==> config.mk <==
export PLATFORM = sky130hd
export DESIGN_NAME = instr_mem_loader
export DESIGN_NICKNAME = d
export VERILOG_FILES = /design/src/rtl/instr_mem_loader.sv
export SDC_FILE = /design/constraint.sdc
export NUM_CORES = 1
export LEC_CHECK = 0
export CORE_MARGIN = 2
export CORE_UTILIZATION = 49
export CTS_CLUSTER_SIZE = 16
export DETAILED_ROUTE_END_ITERATION = 6
export PLACE_DENSITY = 0.78
export SETUP_SLACK_MARGIN = 0.1
export SLEW_MARGIN = 15
export SYNTH_ARGS = -nofsm -noshare
export SYNTH_HDL_FRONTEND = slang
export SYNTH_SLANG_ARGS = --single-unit
==> constraint.sdc <==
create_clock -name clk -period 2.4 [get_ports clk]
set_clock_uncertainty 0.1 [all_clocks]
set_input_delay 0.72 -clock clk [delete_from_list [all_inputs] [get_ports clk]]
set_output_delay 0.72 -clock clk [all_outputs]
set_load 0.01 [all_outputs]
==> src/rtl/instr_mem_loader.sv <==
// Program loader: receives a length-prefixed byte stream, writes the words into instruction
// memory while holding the CPU, then clears the PC and releases the CPU.
module instr_mem_loader #(
    parameter int unsigned ADDR_WIDTH = 10
) (
    input  logic                  clk,
    input  logic                  reset,
    input  logic                  in_valid,
    input  logic [7:0]            in_data,
    output logic                  in_ready,
    output logic                  im_we,
    output logic [ADDR_WIDTH-1:0] im_addr,
    output logic [31:0]           im_wdata,
    output logic                  cpu_hold,
    output logic                  pc_clear,
    output logic                  done,
    output logic                  error
);

    localparam int unsigned IdxW     = ADDR_WIDTH - 2;
    localparam logic [16:0] MaxWords = 17'(1 << IdxW);

    typedef enum logic [2:0] {
        StIdle,
        StLen,
        StData,
        StWrite,
        StFinish,
        StError
    } state_e;

    state_e                state_q, state_d;
    logic [7:0]            len_hi_q, len_hi_d;
    logic [15:0]           n_q, n_d;
    logic [IdxW-1:0]       word_idx_q, word_idx_d;
    logic [1:0]            byte_cnt_q, byte_cnt_d;
    logic [23:0]           asm_q, asm_d;
    logic [ADDR_WIDTH-1:0] im_addr_q, im_addr_d;
    logic [31:0]           im_wdata_q, im_wdata_d;
    logic                  cpu_hold_q, cpu_hold_d;
    logic                  done_q, done_d;
    logic                  error_q, error_d;

    logic        accept;
    logic [15:0] len_full;

    assign accept   = in_valid && in_ready;
    assign len_full = {len_hi_q, in_data};

    always_comb begin
        state_d    = state_q;
        len_hi_d   = len_hi_q;
        n_d        = n_q;
        word_idx_d = word_idx_q;
        byte_cnt_d = byte_cnt_q;
        asm_d      = asm_q;
        im_addr_d  = im_addr_q;
        im_wdata_d = im_wdata_q;
        cpu_hold_d = cpu_hold_q;
        done_d     = done_q;
        error_d    = error_q;
        in_ready   = 1'b0;
        im_we      = 1'b0;
        pc_clear   = 1'b0;

        unique case (state_q)
            StIdle: begin
                in_ready = 1'b1;
                if (accept) begin
                    len_hi_d   = in_data;
                    done_d     = 1'b0;
                    cpu_hold_d = 1'b1;
                    state_d    = StLen;
                end
            end
            StLen: begin
                in_ready = 1'b1;
                if (accept) begin
                    n_d        = len_full;
                    word_idx_d = '0;
                    byte_cnt_d = 2'd0;
                    if (len_full == 16'd0) begin
                        state_d = StFinish;
                    end else if ({1'b0, len_full} > MaxWords) begin
                        error_d    = 1'b1;
                        cpu_hold_d = 1'b1;
                        state_d    = StError;
                    end else begin
                        state_d = StData;
                    end
                end
            end
            StData: begin
                in_ready = 1'b1;
                if (accept) begin
                    asm_d      = {asm_q[15:0], in_data};
                    byte_cnt_d = byte_cnt_q + 2'd1;
                    // Latch the full word and its address so they stay stable after the write.
                    if (byte_cnt_q == 2'd3) begin
                        im_addr_d  = {word_idx_q, 2'b00};
                        im_wdata_d = {asm_q, in_data};
                        state_d    = StWrite;
                    end
                end
            end
            StWrite: begin
                im_we = 1'b1;
                if ({1'b0, n_q} == 17'(word_idx_q) + 17'd1) begin
                    state_d = StFinish;
                end else begin
                    word_idx_d = word_idx_q + 1'b1;
                    byte_cnt_d = 2'd0;
                    state_d    = StData;
                end
            end
            StFinish: begin
                pc_clear   = 1'b1;
                done_d     = 1'b1;
                cpu_hold_d = 1'b0;
                state_d    = StIdle;
            end
            StError: begin
                cpu_hold_d = 1'b1;
            end
            default: begin
                state_d = StIdle;
            end
        endcase
    end

    always_ff @(posedge clk) begin
        if (reset) begin
            state_q    <= StIdle;
            len_hi_q   <= 8'd0;
            n_q        <= 16'd0;
            word_idx_q <= '0;
            byte_cnt_q <= 2'd0;
            asm_q      <= 24'd0;
            im_addr_q  <= '0;
            im_wdata_q <= 32'd0;
            cpu_hold_q <= 1'b1;
            done_q     <= 1'b0;
            error_q    <= 1'b0;
        end else begin
            state_q    <= state_d;
            len_hi_q   <= len_hi_d;
            n_q        <= n_d;
            word_idx_q <= word_idx_d;
            byte_cnt_q <= byte_cnt_d;
            asm_q      <= asm_d;
            im_addr_q  <= im_addr_d;
            im_wdata_q <= im_wdata_d;
            cpu_hold_q <= cpu_hold_d;
            done_q     <= done_d;
            error_q    <= error_d;
        end
    end

    assign im_addr  = im_addr_q;
    assign im_wdata = im_wdata_q;
    assign cpu_hold = cpu_hold_q;
    assign done     = done_q;
    assign error    = error_q;

endmodule
**Word level (Yosys, flattened, before mapping)**

Cells that the tools add are included.

- Bits in registers: 104
- Latch bits: 0
- RAM bits: 0
- Memory bits (read-only): 0
- Input port bits: 11
- Output and inout bits: 48
- Word-level logic and storage cells: 74
- Memories kept: 0

- $add $sub $neg: 3
- Multiply operators: 0
- Divide/modulo/power cells: 0
- $lt $le $gt $ge: 1
- Eq/ne operators: 14
- Shift operators: 0
- Muxes and demuxes: 25
- Bitwise logic cells: 2
- Reduce and logical (&&, ||, !) cells: 18

Operator list:

| kind | number |
|---|---|
| two-way mux 3 bit | 7 |
| equality test 16 x 9 -> 1 bit | 1 |
| > comparator 16 x 9 -> 1 bit (second input constant) | 1 |
| zero test 16 bit | 1 |
| two-way mux 8 bit | 2 |
| case mux 8 bit (2 select lines) | 1 |
| case mux 3 bit (5 select lines) | 1 |
| inequality test 2 bit (second input constant) | 7 |
| AND reduction 5 bit | 2 |
| adder 8 x 1 -> 9 bit (second input constant) | 1 |
| adder 8 x 1 -> 8 bit (second input constant) | 1 |
| two-way mux 1 bit | 8 |
| AND reduction 2 bit | 4 |
| AND reduction 4 bit | 2 |
| equality test 3 x 2 -> 1 bit (second input constant) | 2 |
| equality test 3 bit (second input constant) | 2 |
| two-way mux 2 bit | 3 |
| case mux 2 bit (3 select lines) | 1 |
| AND reduction 3 bit | 2 |
| case mux 1 bit (4 select lines) | 1 |
| nonzero test 2 bit | 2 |
| nonzero test 4 bit | 1 |
| equality test 3 x 1 -> 1 bit (second input constant) | 1 |
| zero test 3 bit | 1 |
| 7 further kinds | 8 |

**Logic depth before layout (Yosys ltp)**

Gate-level depths: netlist of run 1.

- Depth in word-level cells: 6
- Gate-level depth with buffers: 9

**Worst setup path after synthesis of run 1**

Ideal clock, no wire load.

- Path kind: reg-to-reg
- Start: register word_idx_q[1]
- End: register byte_cnt_q[1]
- Arrival time: 2,100 ps
- Data required time: 2,222 ps
- Setup slack: 122 ps
- Cell stages (with the launch flop): 10
- Buffers on the path: 1
- Clock period less this slack: 2,278 ps
- Path through: dfxtp_1 > ha_1 > buf_2 > or3b_1 > a211o_1 > nand3_1 > o211a_4 > and3_1 > a2111oi_2 > nor3_1

- Cells in the longest elaborated chain, start to end: 4

RTL lines:

| what | line | text |
|---|---|---|
| start, declared | 35 | `logic [IdxW-1:0] word_idx_q, word_idx_d;` |
| start signal, assigned | 148 | `word_idx_q <= word_idx_d;` |
| adder 8 x 1 -> 9 bit | 108 | `if ({1'b0, n_q} == 17'(word_idx_q) + 17'd1) begin` |
| equality test 16 x 9 -> 1 bit | 108 |  |
| inequality test 2 bit (no source line) | - |  |
| AND reduction 4 bit (no source line) | - |  |
| end signal, assigned | 149 | `byte_cnt_q <= byte_cnt_d;` |
| end, declared | 36 | `logic [1:0] byte_cnt_q, byte_cnt_d;` |

Every way passes these cells.
A chain may end at the register's enable or synchronous reset.

**Final worst setup path of run 1**

- Start: register word_idx_q[1]
- End: register word_idx_q[4]

- Cells in the longest elaborated chain, start to end: 4
- Elaborated cells on any way between the ends: 7
- Those cells by class: 2 x add/sub; 2 x eq/ne; 2 x mux; 1 x reduce/logical

RTL lines:

| what | line |
|---|---|
| adder 8 x 1 -> 9 bit | 108 |
| equality test 16 x 9 -> 1 bit | 108 |
| inequality test 2 bit (no source line) | - |
| AND reduction 3 bit (no source line) | - |

Several ways; a longest one is shown, not always the timed one. The select of a mux whose other input is x is not followed.

==> results.tsv, run 1 <==
stage	metric	value	unit
outcome	outcome	finished, final reports clean	
yosys	postSynthAreaPerCell	7.84	µm²
drt	drt_wl_total	10900	µm
drt	drtPass1Iterations	4	
yosys	ys_warn_count	0	
cells_and_area	synthToLayoutAreaGrowth	30.6	%
flow_run	drv_cap	0	
cells_and_area	final-instance-count-excl-fill	724	
drt	vias_per_cell	5.46	
floorplanning	die_area	9380	µm²
yosys	yosys.area_share.adder	0.00592	
critical_path	critPathTopFamily	simple AND/OR/NAND/NOR gates	
sta	fin_setup_tns	0	ns
global_route	grt-ovfl-total	0	
clocking	cts_tree	done	
power_and_ir_drop	power_frac_clock	0.375	
sta	maxSlewViolCount	0	
yosys	synth.area.mux_share	0.00474	
yosys	synth_area_leaders	dfxtp_1, nand2_1, a21oi_1	
yosys	yosysTopAreaCell	dfxtp_1	
yosys	syn_area	4230	µm²
yosys	synth_ff_type	dfxtp_1	
placed_design	io_buffers	56	
drt	wl_per_cell	15.0	µm
global_route	first_global_vias	3632	
placed_design	placed_area	5090	µm²
cells_and_area	fin_util	0.665	
clocking	clockBufferDepth	2	
global_route	grt_max_degree	56	
yosys	yosysUniqueCellTypes	47	
cells_and_area	n_antenna_cell	0	
floorplanning	core	8300	µm²
sta	finalHoldViolCount	0	
critical_path	cp_data_arrival_time	2.42	ns
sta	rsz0062_at_grt	true	
cells_and_area	nNetsFinal	627	
placed_design	detailed_place_hpwl	7310	µm
sta	fmax	447	MHz
drt	ant_nets	0	
clocking	clk_pin_slew	0.10	ns
yosys	synth_compound_area_frac	0.172	
clocking	clockRootBuffer	clkbuf_8	
drt	num_vias	3956	
drt	route.detailed.drc	0	
hold_path	hp-class	reg2reg	
global_route	grt_usage	0.228	
yosys	synth_xor_area_frac	0.0269	
cells_and_area	fin_area	5520	µm²
critical_path	path_cells	ha_4 > nor2b_4 > or4b_4 > nand3_2 > o211a_4 > buf_12 > a211oi_2 > xnor2_1 > nor3_1	
drt	drtIter0Drc	217	
yosys	synth-seq-cells	104	
clocking	clock_latency	0.38	ns
global_route	antenna_found_initial	0	
critical_path	cp-end-kind	flop	
critical_path	crit_type	reg2reg	
sta	setup-violations-final	0	
power_and_ir_drop	p_switching	0.000861	W
placed_design	gp_congestion	0.842	
floorplanning	die_w	96.9	µm
floorplanning	initial_core_util	0.509	
critical_path	cp.required	2.58	ns
critical_path	cpPeakStageDelay	0.54	ns
sta	final.period_utilization	0.933	
clocking	cts.sinks	104	
clocking	htree_levels	3	
power_and_ir_drop	p_int	0.00250	W
sta	tightest_slew	0.577	ns
power_and_ir_drop	vdd_drop_max	0.000433	V
power_and_ir_drop	power_density	609	nW/µm²
yosys	async_reset_ff_frac	0	
power_and_ir_drop	power	0.00336	W
power_and_ir_drop	p_leak	1.93	nW
sta	slew_headroom	0.611	
clocking	numCtsBuffers	9	
floorplanning	die_h	96.9	µm
floorplanning	rows	33	
yosys	synth-seq-area-share	0.493	
yosys	synth-simple-area-share	0.253	
critical_path	critical_path_buf_inv_count	1	
critical_path	worstSetupStartpointType	flop	
critical_path	cp_slowest_cell	or4b_4	
global_route	grt_pass1_wl	17500	µm
critical_path	cp_max_fo	8	
clocking	cts_hold_buf	0	
cells_and_area	drive_gt1_frac	0.162	
yosys	synth_edf_count	0	
floorplanning	io_pins	59	
power_and_ir_drop	pwr-share-comb	0.095	
power_and_ir_drop	seq_power_share	0.530	
placed_design	placedCellCount	701	
yosys	synth_top_family_by_area	simple AND/OR/NAND/NOR gates	
yosys	synth_top_area_share	0.493	
sta	fin_crit	2.24	ns
yosys	syn_inst	539	
power_and_ir_drop	swShare	0.256	
synth_stat cells, types with 3 or more instances:
cell      count
or3_1         4
a21oi_1     101
dfxtp_1     104
o21a_1        3
inv_1         5
o21ai_0       3
nand3_1       7
xnor2_1       8
nor2_1       14
or4_1         3
clkbuf_1     33
buf_4         3
nand2_1     185
nor3_1       13
buf_2         3
and3_1        3
xor2_1        5
nand4_1       5
what timing repair did:
| item | 4_1_cts | 5_1_grt |
|---|---|---|
| pin swaps | 1 | 15 |
| resized for setup | 17 | 27 |
| hold endpoints to repair | 0 | 0 |
| buffers inserted | 3 | 4 |
| endpoints found under the setup margin | 13 | 14 |
kinds of logic (layout without fill, tap and decap cells):
logic type / count (synthesis) / after routing
xor gates and xnor gates: 13 / 13
DFF: 104 / 104
adders and majority gates: 2 / 2
and+or+nand+nor: 250 / 250
other: 1 / 2
buffers and inverters: 45 / 124
muxes: 2 / 2
AOI/OAI and AO/OA: 122 / 122
through the flow:
| stage | hold WS (ns) | worst slack (ns) |
|---|---|---|
| after floorplan | 0.332 | 0.122 |
| after global placement | 0.342 | -0.364 |
| after detailed placement | 0.347 | -0.387 |
| after CTS | 0.360 | 0.102 |
| after global routing | 0.376 | 0.0698 |
| final | 0.359 | 0.162 |
final cells by class:
type                       instances  area [µm²]
fill                             663        2780
sequential                       104        2110
multi-input combinational        391        2050
timing repair buffer             103         972
tap                              105         131
clock buffer                       9         124
clock inverter                     7         111
inverter                           5        18.8
worst reg2reg max path, cell delays in order (launching register included):
cell,delay [ns]
dfxtp_4,0.37
ha_4,0.19
nor2b_4,0.13
or4b_4,0.54
nand3_2,0.09
o211a_4,0.20
buf_12,0.11
a211oi_2,0.06
xnor2_1,0.14
nor3_1,0.21
cells in the final DEF (no fill, tap or decap), drive strengths merged, types with 4 or more instances in the layout:
| cell type | n |
|---|---|
| dfxtp | 104 |
| xor2 | 5 |
| or3 | 4 |
| clkdlybuf4s50 | 50 |
| xnor2 | 8 |
| nand2 | 185 |
| a21oi | 102 |
| buf | 48 |
| inv | 8 |
| nor3 | 14 |
| nand4 | 5 |
| nor2 | 14 |
| clkbuf | 9 |
| nand3 | 8 |
sequential cells by signal (all words and copies together), names as in the netlist:
name / flops
n_q: 16
done: 1
cpu_hold: 1
error: 1
byte_cnt_q: 2
state_q: 3
im_wdata: 32
word_idx_q: 8
im_addr: 8
asm_q: 24
len_hi_q: 8
per-layer routing:
layer  up-vias  track usage  wire [µm]
li1       1946            -          -
met4         0       0.0964        248
met1      1862        0.295       4680
met2       126        0.378       5380
met5         -            0          0
met3        22       0.0340        558
power groups by stage:
| stage | combinational (W) | sequential, W | clock (W) |
|---|---|---|---|
| after detailed placement | 0.000291 | 0.00182 | 0 |
| after CTS | 0.000303 | 0.00178 | 0.00128 |
| after floorplan | 0.000175 | 0.00181 | 0 |
| final | 0.000320 | 0.00178 | 0.00126 |
| after global placement | 0.000284 | 0.00182 | 0 |
| after global routing | 0.000348 | 0.00178 | 0.00135 |
worst paths after layout:
| path | startpoint | endpoint | slack (ns) | depth (start not counted) |
|---|---|---|---|---|
| hold reg to reg | asm_q[23]$_SDFFE_PP0P_ | im_wdata[31]$_SDFFE_PP0P_ | 0.36 | 2 |
| setup reg to reg | word_idx_q[1]$_SDFFE_PP0P_ | word_idx_q[4]$_SDFFE_PP0P_ | 0.16 | 9 |
| hold / removal | asm_q[23]$_SDFFE_PP0P_ | im_wdata[31]$_SDFFE_PP0P_ | 0.36 | 2 |
| setup / recovery | word_idx_q[1]$_SDFFE_PP0P_ | word_idx_q[4]$_SDFFE_PP0P_ | 0.16 | 9 |
Power figures use the tool's default switching activity.
==> inputs of run 2 (changes only) <==
--- a/config.mk
+++ b/config.mk
@@ -5,11 +5,13 @@
 export SDC_FILE = /design/constraint.sdc
 export NUM_CORES = 1
 export LEC_CHECK = 0
+export CELL_PAD_IN_SITES_DETAIL_PLACEMENT = 1
+export CELL_PAD_IN_SITES_GLOBAL_PLACEMENT = 2
 export CORE_MARGIN = 2
-export CORE_UTILIZATION = 49
+export CORE_UTILIZATION = 28
 export CTS_CLUSTER_SIZE = 16
 export DETAILED_ROUTE_END_ITERATION = 6
-export PLACE_DENSITY = 0.78
+export PLACE_DENSITY = 0.76
 export SETUP_SLACK_MARGIN = 0.1
 export SLEW_MARGIN = 15
 export SYNTH_ARGS = -nofsm -noshare
==> constraint.sdc (replaced) <==
create_clock -name clk -period 2.4 [get_ports clk]
set_clock_uncertainty 0.1 [all_clocks]
set_input_delay 0.48 -clock clk [delete_from_list [all_inputs] [get_ports clk]]
set_output_delay 0.48 -clock clk [all_outputs]
set_load 0.01 [all_outputs]
==> run 2 against run 1 <==
Via count fell by 4.1%. Global-route usage down 6.9 points. Critical path depth is 6 lower. Worst setup slack improved by 0.0047 ns. Total power increased by 3.3%. Hold slack worse by 0.0058 ns. Critical path type is now reg2out. Critical endpoint is now pc_clear. Largest power group unchanged.
==> results.tsv, run 2 (synthesis results as in run 1) <==
stage	metric	value	unit	change
sta	rsz0062_at_grt	true		
sta	fmax	448	MHz	+0.21%
global_route	antenna_found_initial	0		unchanged
cells_and_area	final_common_cell	nand2_1		
clocking	cts.sinks	104		unchanged
floorplanning	die_w	127	µm	+31%
critical_path	path_cells	buf_4 > nor3b_2 > clkdlybuf4s50_1		
placed_design	gp_congestion	0.817		-2.9%
global_route	grt_pass1_wl	20300	µm	+16%
sta	fin_setup_tns	0	ns	unchanged
power_and_ir_drop	power_density	638	nW/µm²	+4.8%
critical_path	cp_slowest_cell	clkdlybuf4s50_1		
global_route	first_global_vias	3957		+8.9%
outcome	outcome	finished, final reports clean		
cells_and_area	largest_register_ffs	32		unchanged
critical_path	critPathTopFamily	buffers and inverters		
sta	fin_crit	2.23	ns	-0.00473 ns
cells_and_area	regArea	2090	µm²	-0.95%
cells_and_area	fill_cells	1787		+170%
cells_and_area	fin_area	5440	µm²	-1.4%
drt	drtIter0Drc	166		-24%
sta	setup-violations-final	0		unchanged
floorplanning	rows	44		+33%
cells_and_area	nNetsFinal	611		-2.6%
drt	wl_per_cell	15.5	µm	+3.2%
critical_path	cp.required	1.82	ns	-0.76 ns
clocking	clock_latency	0.35	ns	-0.03 ns
critical_path	worstSetupStartpointType	flop		
floorplanning	die_area	16100	µm²	+71%
cells_and_area	synthToLayoutAreaGrowth	28.7	%	
critical_path	critical_path_buf_inv_count	2		+1
drt	num_vias	3792		-4.1%
clocking	clk_pin_slew	0.07	ns	-0.03 ns
floorplanning	die_h	127	µm	+31%
placed_design	placed_area	5100	µm²	about the same
power_and_ir_drop	p_leak	1.84	nW	-4.7%
drt	vias_per_cell	4.82		-12%
hold_path	hp-class	reg2reg		
global_route	grt_usage	0.158		-0.0695
global_route	grt-ovfl-total	0		unchanged
critical_path	reg2regPathDepth	9		unchanged
placed_design	detailed_place_hpwl	8430	µm	+15%
placed_design	dpl_worst_slack	-0.270	ns	+0.117 ns
placed_design	io_buffers	56		unchanged
critical_path	cp_max_fo	8		unchanged
floorplanning	core	14600	µm²	+76%
drt	ant_nets	0		unchanged
critical_path	cp.depth	3		-6
clocking	cts_tree	done		
hold_path	whs_path_depth	2		unchanged
sta	timing.final.ws_setup	0.167	ns	+0.00473 ns
clocking	numCtsBuffers	9		unchanged
critical_path	crit_type	reg2out		
sta	maxSlewViolCount	0		unchanged
sta	final.period_utilization	0.931		-0.00197
drt	route.detailed.drc	0		unchanged
critical_path	cp-end-kind	output pin		
global_route	grt_max_degree	44		-21%
clocking	htree_levels	3		unchanged
cells_and_area	multi_input_area	2010	µm²	-2.0%
floorplanning	initial_core_util	0.289		-0.221
critical_path	cpPeakStageDelay	0.58	ns	+0.04 ns
power_and_ir_drop	vdd_drop_max	0.000330	V	-24%
flow_run	drv_cap	0		unchanged
cells_and_area	n_antenna_cell	0		unchanged
clocking	cts_hold_buf	0		unchanged
clocking	clockBufferDepth	2		unchanged
cells_and_area	final_cell_mix	nand2_1, a21oi_1, dfxtp_1, clkdlybuf4s50_1, buf_4		
floorplanning	io_pins	59		unchanged
drt	drtPass1Iterations	6		+2
critical_path	cp_data_arrival_time	1.65	ns	-0.77 ns
sta	finalHoldViolCount	0		unchanged
clocking	clockRootBuffer	clkbuf_16		
cells_and_area	drive_gt1_frac	0.121		-0.0405
drt	drt_wl_total	12200	µm	+12%
run 2: cell types whose count changed in the layout (fill, tap and decap cells not counted), sizes merged:
cell           change
clkinvlp           +4
clkdlybuf4s50      +4
clkdlybuf4s15      -1
buf               -16
clkinv             -1
dlygate4sd2        -2
bufinv             -2
inv                -1
dlymetal6s2s       -1
run 2: tightest hold or removal path, delay by kind of cell, from the launching register on:
family | cells | cell delay (ns)
flip-flops | 1 | 0.31
AND/OR/NAND/NOR | 1 | 0.05
AO/OA/AOI/OAI | 1 | 0.05
run 2: repair_timing:
| action | CTS | global route |
|---|---|---|
| setup buffers | 0 | 1 |
| pin swaps | 0 | 2 |
| gates resized for setup | 5 | 12 |
| setup endpoints to repair | 6 | 11 |
| endpoints found under the hold margin | 0 | 0 |
run 2: area by class of cell:
cell class                      count  share of cell area
Clock buffer                        9              0.0414
Clock inverter                      7              0.0101
Inverter                            5             0.00345
Multi-Input combinational cell    391               0.370
Sequential cell                   104               0.384
Tap cell                          184              0.0423
Timing Repair Buffer               87               0.149
run 2: power by group:
part           switching (W)  total, W  internal, W  leakage, nW
logic               0.000173  0.000285     0.000112        0.872
registers          0.0000246   0.00178      0.00176        0.843
clock network       0.000692   0.00141     0.000713        0.126
run 2: metrics by stage:
stage	hold WS, ns	cells	total power [W]	util
after global placement	0.343	770	0.00210	0.348
after floorplan	0.332	540	0.00199	-
after detailed placement	0.346	770	0.00210	0.348
after global routing	0.376	787	0.00364	0.371
after CTS	0.356	786	0.00352	0.369
final	0.353	787	0.00347	0.371
run 2: final timing paths:
check                                   from                        end  slack, ns
setup / recovery     state_q[1]$_SDFFE_PP0P_                   pc_clear       0.17
hold / removal        asm_q[18]$_SDFFE_PP0P_  im_wdata[26]$_SDFFE_PP0P_       0.35
setup reg to reg  word_idx_q[0]$_SDFFE_PP0P_    state_q[1]$_SDFFE_PP0P_       0.19
hold reg to reg       asm_q[18]$_SDFFE_PP0P_  im_wdata[26]$_SDFFE_PP0P_       0.35
run 2: metal layers:
layer / wire, µm / track usage / vias to the layer above
li1: - / - / 1912
met2: 5950 / 0.273 / 45
met5: 0 / 0 / -
met4: 133 / 0.0440 / 0
met3: 329 / 0.0333 / 11
met1: 5790 / 0.200 / 1824
==> edit 1, RTL diff (settings of run 2) <==
Make the reset (`reset`) asynchronous in one clocked block.
--- a/src/rtl/instr_mem_loader.sv
+++ b/src/rtl/instr_mem_loader.sv
@@ -128,7 +128,7 @@
         endcase
     end
 
-    always_ff @(posedge clk) begin
+    always_ff @(posedge clk or posedge reset) begin
         if (reset) begin
             state_q    <= StIdle;
             len_hi_q   <= 8'd0;
Formal check against the unedited RTL: differs if reset is asserted again (counterexample within 4 cycles, from zero or initial values and one cycle with reset high); with reset held inactive, the same outputs for 10 cycles.
==> edit 1 against run 2 <==
Sequential cell count unchanged; final area grew 9.8%; wire length decreased by 8.4%; synthesized cell count fell by 35%; global-route usage fell by 1.9 points; area after synthesis rose by 6.3%; worst setup slack got worse by 0.016 ns.
Power is not compared: it rests on default switching activity, and its combinational part moved more than twofold at a synthesized area within 25%.
==> edit 1: results (changes against run 2) <==
Port Buf Inserts=56 (unchanged); number of global-route vias before repair=3327 (-16%); Reg-to-Reg Start=word_idx_q[1]; worst-case clock buffer depth=2 (unchanged); Placed Cells=637 (-17%); status=finished, final reports clean; Mean Syn Cell Area=12.84 um^2 (+64%); pin count of the biggest net entering global routing=37 (-16%); max_slew headroom=0.6110; vias per inst=4.708 (-2.3%); Synth cell types=50 (+6.4%); crit-path max cell delay=0.53 ns (-0.05 ns); CTS Root Buffer Type=clkbuf_16; TritonRoute pass-1 iters=4 (-2); commonest non-fill, non-tap cell in the layout=dfrtp_1; cts bufs inserted=9 (unchanged); Worst path slowest cell=clkdlybuf4s50_1; Commonest cells post-synth=dfrtp_1 (103), mux2_2 (82), nand2_1 (20), nand3_1 (15), nor2_1 (12); vias=3112 (-18%); hpwl dp=7.962 mm (-5.5%); maximum VDD drop=0.4311 mV; worst r2r dst=word_idx_q[1]; max FFs per register=32 (unchanged); GPL Wtd Cong=0.7951 (-2.7%); sequential fraction of the synthesis area=0.5795 (+0.08676); Max Fanout on Critical Path=6 (-2); Hold WS=0.3593 ns (+0.005893 ns); crit path DAT=1.67 ns (+0.02 ns); worst reg-to-reg setup slack=0.17 ns (-0.02 ns); n_diodes=0 (unchanged); first-pass GRT wire length=17.93 mm (-12%); layout cell share with drive strength beyond 1=0.3618 (+0.2407); fraction of registers with async set/reset=1.000 (+1.000); fillers=1705 (-4.6%); nets=453 (-26%); total track usage=0.1387 (-0.01936); Synth area leaders=dfrtp_1 (57%), mux2_2 (21%), nand2_1 (1.7%); dpl ws=0.009676 ns (+0.2795 ns); DRT iter0 DRCs=135 (-19%); Leakage Power=2.601 nW; post-synth top area share=0.5737 (+0.08091); worst min path class=input port to asynchronous set/reset pin; detail-routed net length per standard cell=16.90 um (+9.0%)
## edit 1: changes by cell type after synthesis, moves of 4 or more
| cell | delta |
|---|---|
| nor3_1 | -6 |
| nand2_1 | -165 |
| nand3_1 | +8 |
| nor4_1 | +4 |
| a31oi_1 | +4 |
| clkbuf_1 | -26 |
| xnor2_1 | -4 |
| nand4_1 | -4 |
| o21ai_0 | +4 |
| dfrtp_1 | +103 |
| dfxtp_1 | -104 |
| mux2_2 | +82 |
| a21oi_1 | -95 |
## edit 1: repair_timing
item | CTS | global route
hold buffers | 0 | 0
gates cloned | 1 | 0
buffers inserted | 7 | 0
resized for setup | 6 | 11
setup endpoints to repair | 7 | 9
pin swaps | 1 | 7
## edit 1: worst max-delay path by stage
stage                  start             to  slack [ns]  depth (start not counted)
6_report          state_q[1]       pc_clear        0.15                          3
4_1_cts           state_q[1]       pc_clear        0.10                          3
2_1_floorplan  word_idx_q[0]  word_idx_q[5]        0.11                          9
3_3_place_gp   word_idx_q[0]  word_idx_q[1]        0.10                          8
3_5_place_dp   word_idx_q[1]  word_idx_q[1]        0.01                          8
5_1_grt        word_idx_q[1]  word_idx_q[1]        0.06                          9
## edit 1: where the power goes
part	leakage, nW	switching [mW]	internal, mW
logic	1.17	1.35	1.89
clock network	0.156	0.705	0.865
registers	1.28	0.622	2.61
total	2.60	2.68	5.37
## edit 1: layout make-up
type	count	share of cell area
sequential	104	0.4367
tap	216	0.04526
clock inverter	6	0.01425
timing repair buffer	96	0.1515
inverter	6	0.004401
clock buffer	10	0.04003
multi-input combinational	223	0.3078
## edit 1: through the flow
stage | total power, mW | area (um^2)
floorplan | 4.889 | 4501
global placement | 6.271 | 5525
detailed placement | 6.389 | 5525
CTS | 8.109 | 5929
global route | 8.591 | 5971
finish | 8.041 | 5971
## edit 1: kinds of logic after synthesis
group | count (synthesis) | share of synthesized area
AOI/OAI and AO/OA | 36 | 0.05152
adders and majority gates | 2 | 0.005569
DFF | 104 | 0.5795
and+or+nand+nor | 88 | 0.1053
muxes | 86 | 0.2153
xor gates and xnor gates | 8 | 0.01559
buffers and inverters | 25 | 0.02645
other | 1 | 0.0008346
## edit 1: layer usage
layer	GRT usage	vias to the layer above	wire length (um)
li1	-	1431	-
met1	0.1889	1627	5221
met2	0.2249	39	5507
met3	0.02402	15	267
met4	0.04693	0	172
met5	0	-	0
==> edit 2, RTL diff (flow settings as in run 2) <==
Made on the original files. Change the parameter `ADDR_WIDTH` from 10 to 8.
--- a/src/rtl/instr_mem_loader.sv
+++ b/src/rtl/instr_mem_loader.sv
@@ -1,7 +1,7 @@
 // Program loader: receives a length-prefixed byte stream, writes the words into instruction
 // memory while holding the CPU, then clears the PC and releases the CPU.
 module instr_mem_loader #(
-    parameter int unsigned ADDR_WIDTH = 10
+    parameter int unsigned ADDR_WIDTH = 8
 ) (
     input  logic                  clk,
     input  logic                  reset,
Interface: changed (resized im_addr); port bits go from 59 to 57. No check against the original RTL was run, so the function may have changed too.
==> edit 2 against run 2 <==
Sequential cell count decreased by 4; final cell count decreased by 5.6%; wire length decreased by 8.2%; via count decreased by 7.6%; worst setup slack improved by 0.011 ns; area after synthesis decreased by 6.5%; synthesized cell count decreased by 6.7%; core utilization decreased by 0.18 points; highest routed layer unchanged; power decreased by 3.2%; critical endpoint is now im_we; final area decreased by 6.0%; critical path depth unchanged.
==> edit 2: results (changes against run 2) <==
status=finished, final reports clean; maximum VDD drop=0.2809 mV (-15%); worst min path class=input port to flip-flop; Synth cell types=45 (-4.3%); met3 wire length=352 um (+7.0%); Mean Syn Cell Area=7.855 um^2 (+0.21%); sequential fraction of the synthesis area=0.5066 (+0.01390); DRT met1 WL=5.459 mm (-5.6%); Port Buf Inserts=54 (-3.6%); number of global-route vias before repair=3556 (-10%); post-synthesis adder-cell area fraction=0.006333 (+0.0004107); hold path endpoint=n_q[4]; vias per inst=4.717 (-2.1%); DRT iter0 DRCs=178 (+7.2%); total track usage=0.1574 (-0.0005748); clock power share=0.428 (+0.023); max FFs per register=32 (unchanged); Reg2Reg Depth=6 (-3); Hold WS=0.3422 ns (-0.01123 ns); final WL=11.20 mm (-8.2%); Reg-to-Reg Start=word_idx_q[1]; compound-gate portion of the synthesized area=0.1843 (+0.01254); Placed Cells=727 (-5.6%); Comb pwr share=0.064 (-0.018); dpl ws=-0.1979 ns (+0.07192 ns); Commonest cells post-synth=nand2_1 (180), dfxtp_1 (100), a21oi_1 (92), clkbuf_1 (25), nor2_1 (11); post-synthesis mux area share=0.002533 (-0.002205); xor/xnor share of the synthesized area=0.02343 (-0.003514); layout cell share with drive strength beyond 1=0.09236 (-0.02870); hpwl dp=7.785 mm (-7.6%); pin count of the biggest net entering global routing=91 (+110%); Max Fanout on Critical Path=10 (+2); TritonRoute pass-1 iters=4 (-2); worst reg-to-reg setup slack=0.25 ns (+0.06 ns); Psw=799.0 uW (-10%); nets=571 (-6.5%)
-- edit 2: cell count changes after synthesis, moves of 5 or more --
cell | before | now
inv_1 | 5 | 10
clkbuf_1 | 33 | 25
a21oi_1 | 101 | 92
nand2_1 | 185 | 180
-- edit 2: what timing repair did --
action,in CTS,in global routing
gates resized for setup,7,7
pin swaps,2,2
endpoints found under the setup margin,3,10
cloned,0,0
-- edit 2: logic make-up after synthesis --
| logic type | after synthesis |
|---|---|
| multiplexers | 1 |
| buffers and inverters | 43 |
| adder cells (fa/ha/maj) | 2 |
| AO/OA/AOI/OAI | 123 |
| XOR/XNOR | 9 |
| flip-flops | 100 |
| other | 1 |
| AND/OR/NAND/NOR | 224 |
-- edit 2: worst max-delay path: stages (launching register included) --
cell	delay (ns)
dfxtp_4	0.41
nand2_1	0.13
nor2_2	0.18
clkdlybuf4s50_1	0.57
-- edit 2: worst max-delay path by stage --
stage,from,endpoint,slack [ns],depth (start not counted)
after detailed placement,in_data[3],state_q[1],-0.20,6
after global placement,in_data[2],state_q[2],-0.1,6
final,state_q[1],im_we,0.18,3
after floorplan,n_q[8],word_idx_q[4],0.32,5
after global routing,state_q[1],pc_clear,0.1,4
after CTS,state_q[0],im_we,0.05,3
-- edit 2: layer usage --
metal  track usage  vias up
met4       0.06537        0
met5             0        -
met2        0.2452       58
met1        0.2164     1641
met3       0.02463       11
li1              -     1795
-- edit 2: area by class of cell --
class	count	area [um^2]
Clock inverter	2	16.27
Sequential cell	100	2014
Timing Repair Buffer	76	725.7
Inverter	10	37.54
Multi-Input combinational cell	361	1817
Tap cell	180	225.2
Clock buffer	14	274.0
Fill cell	1658	8717
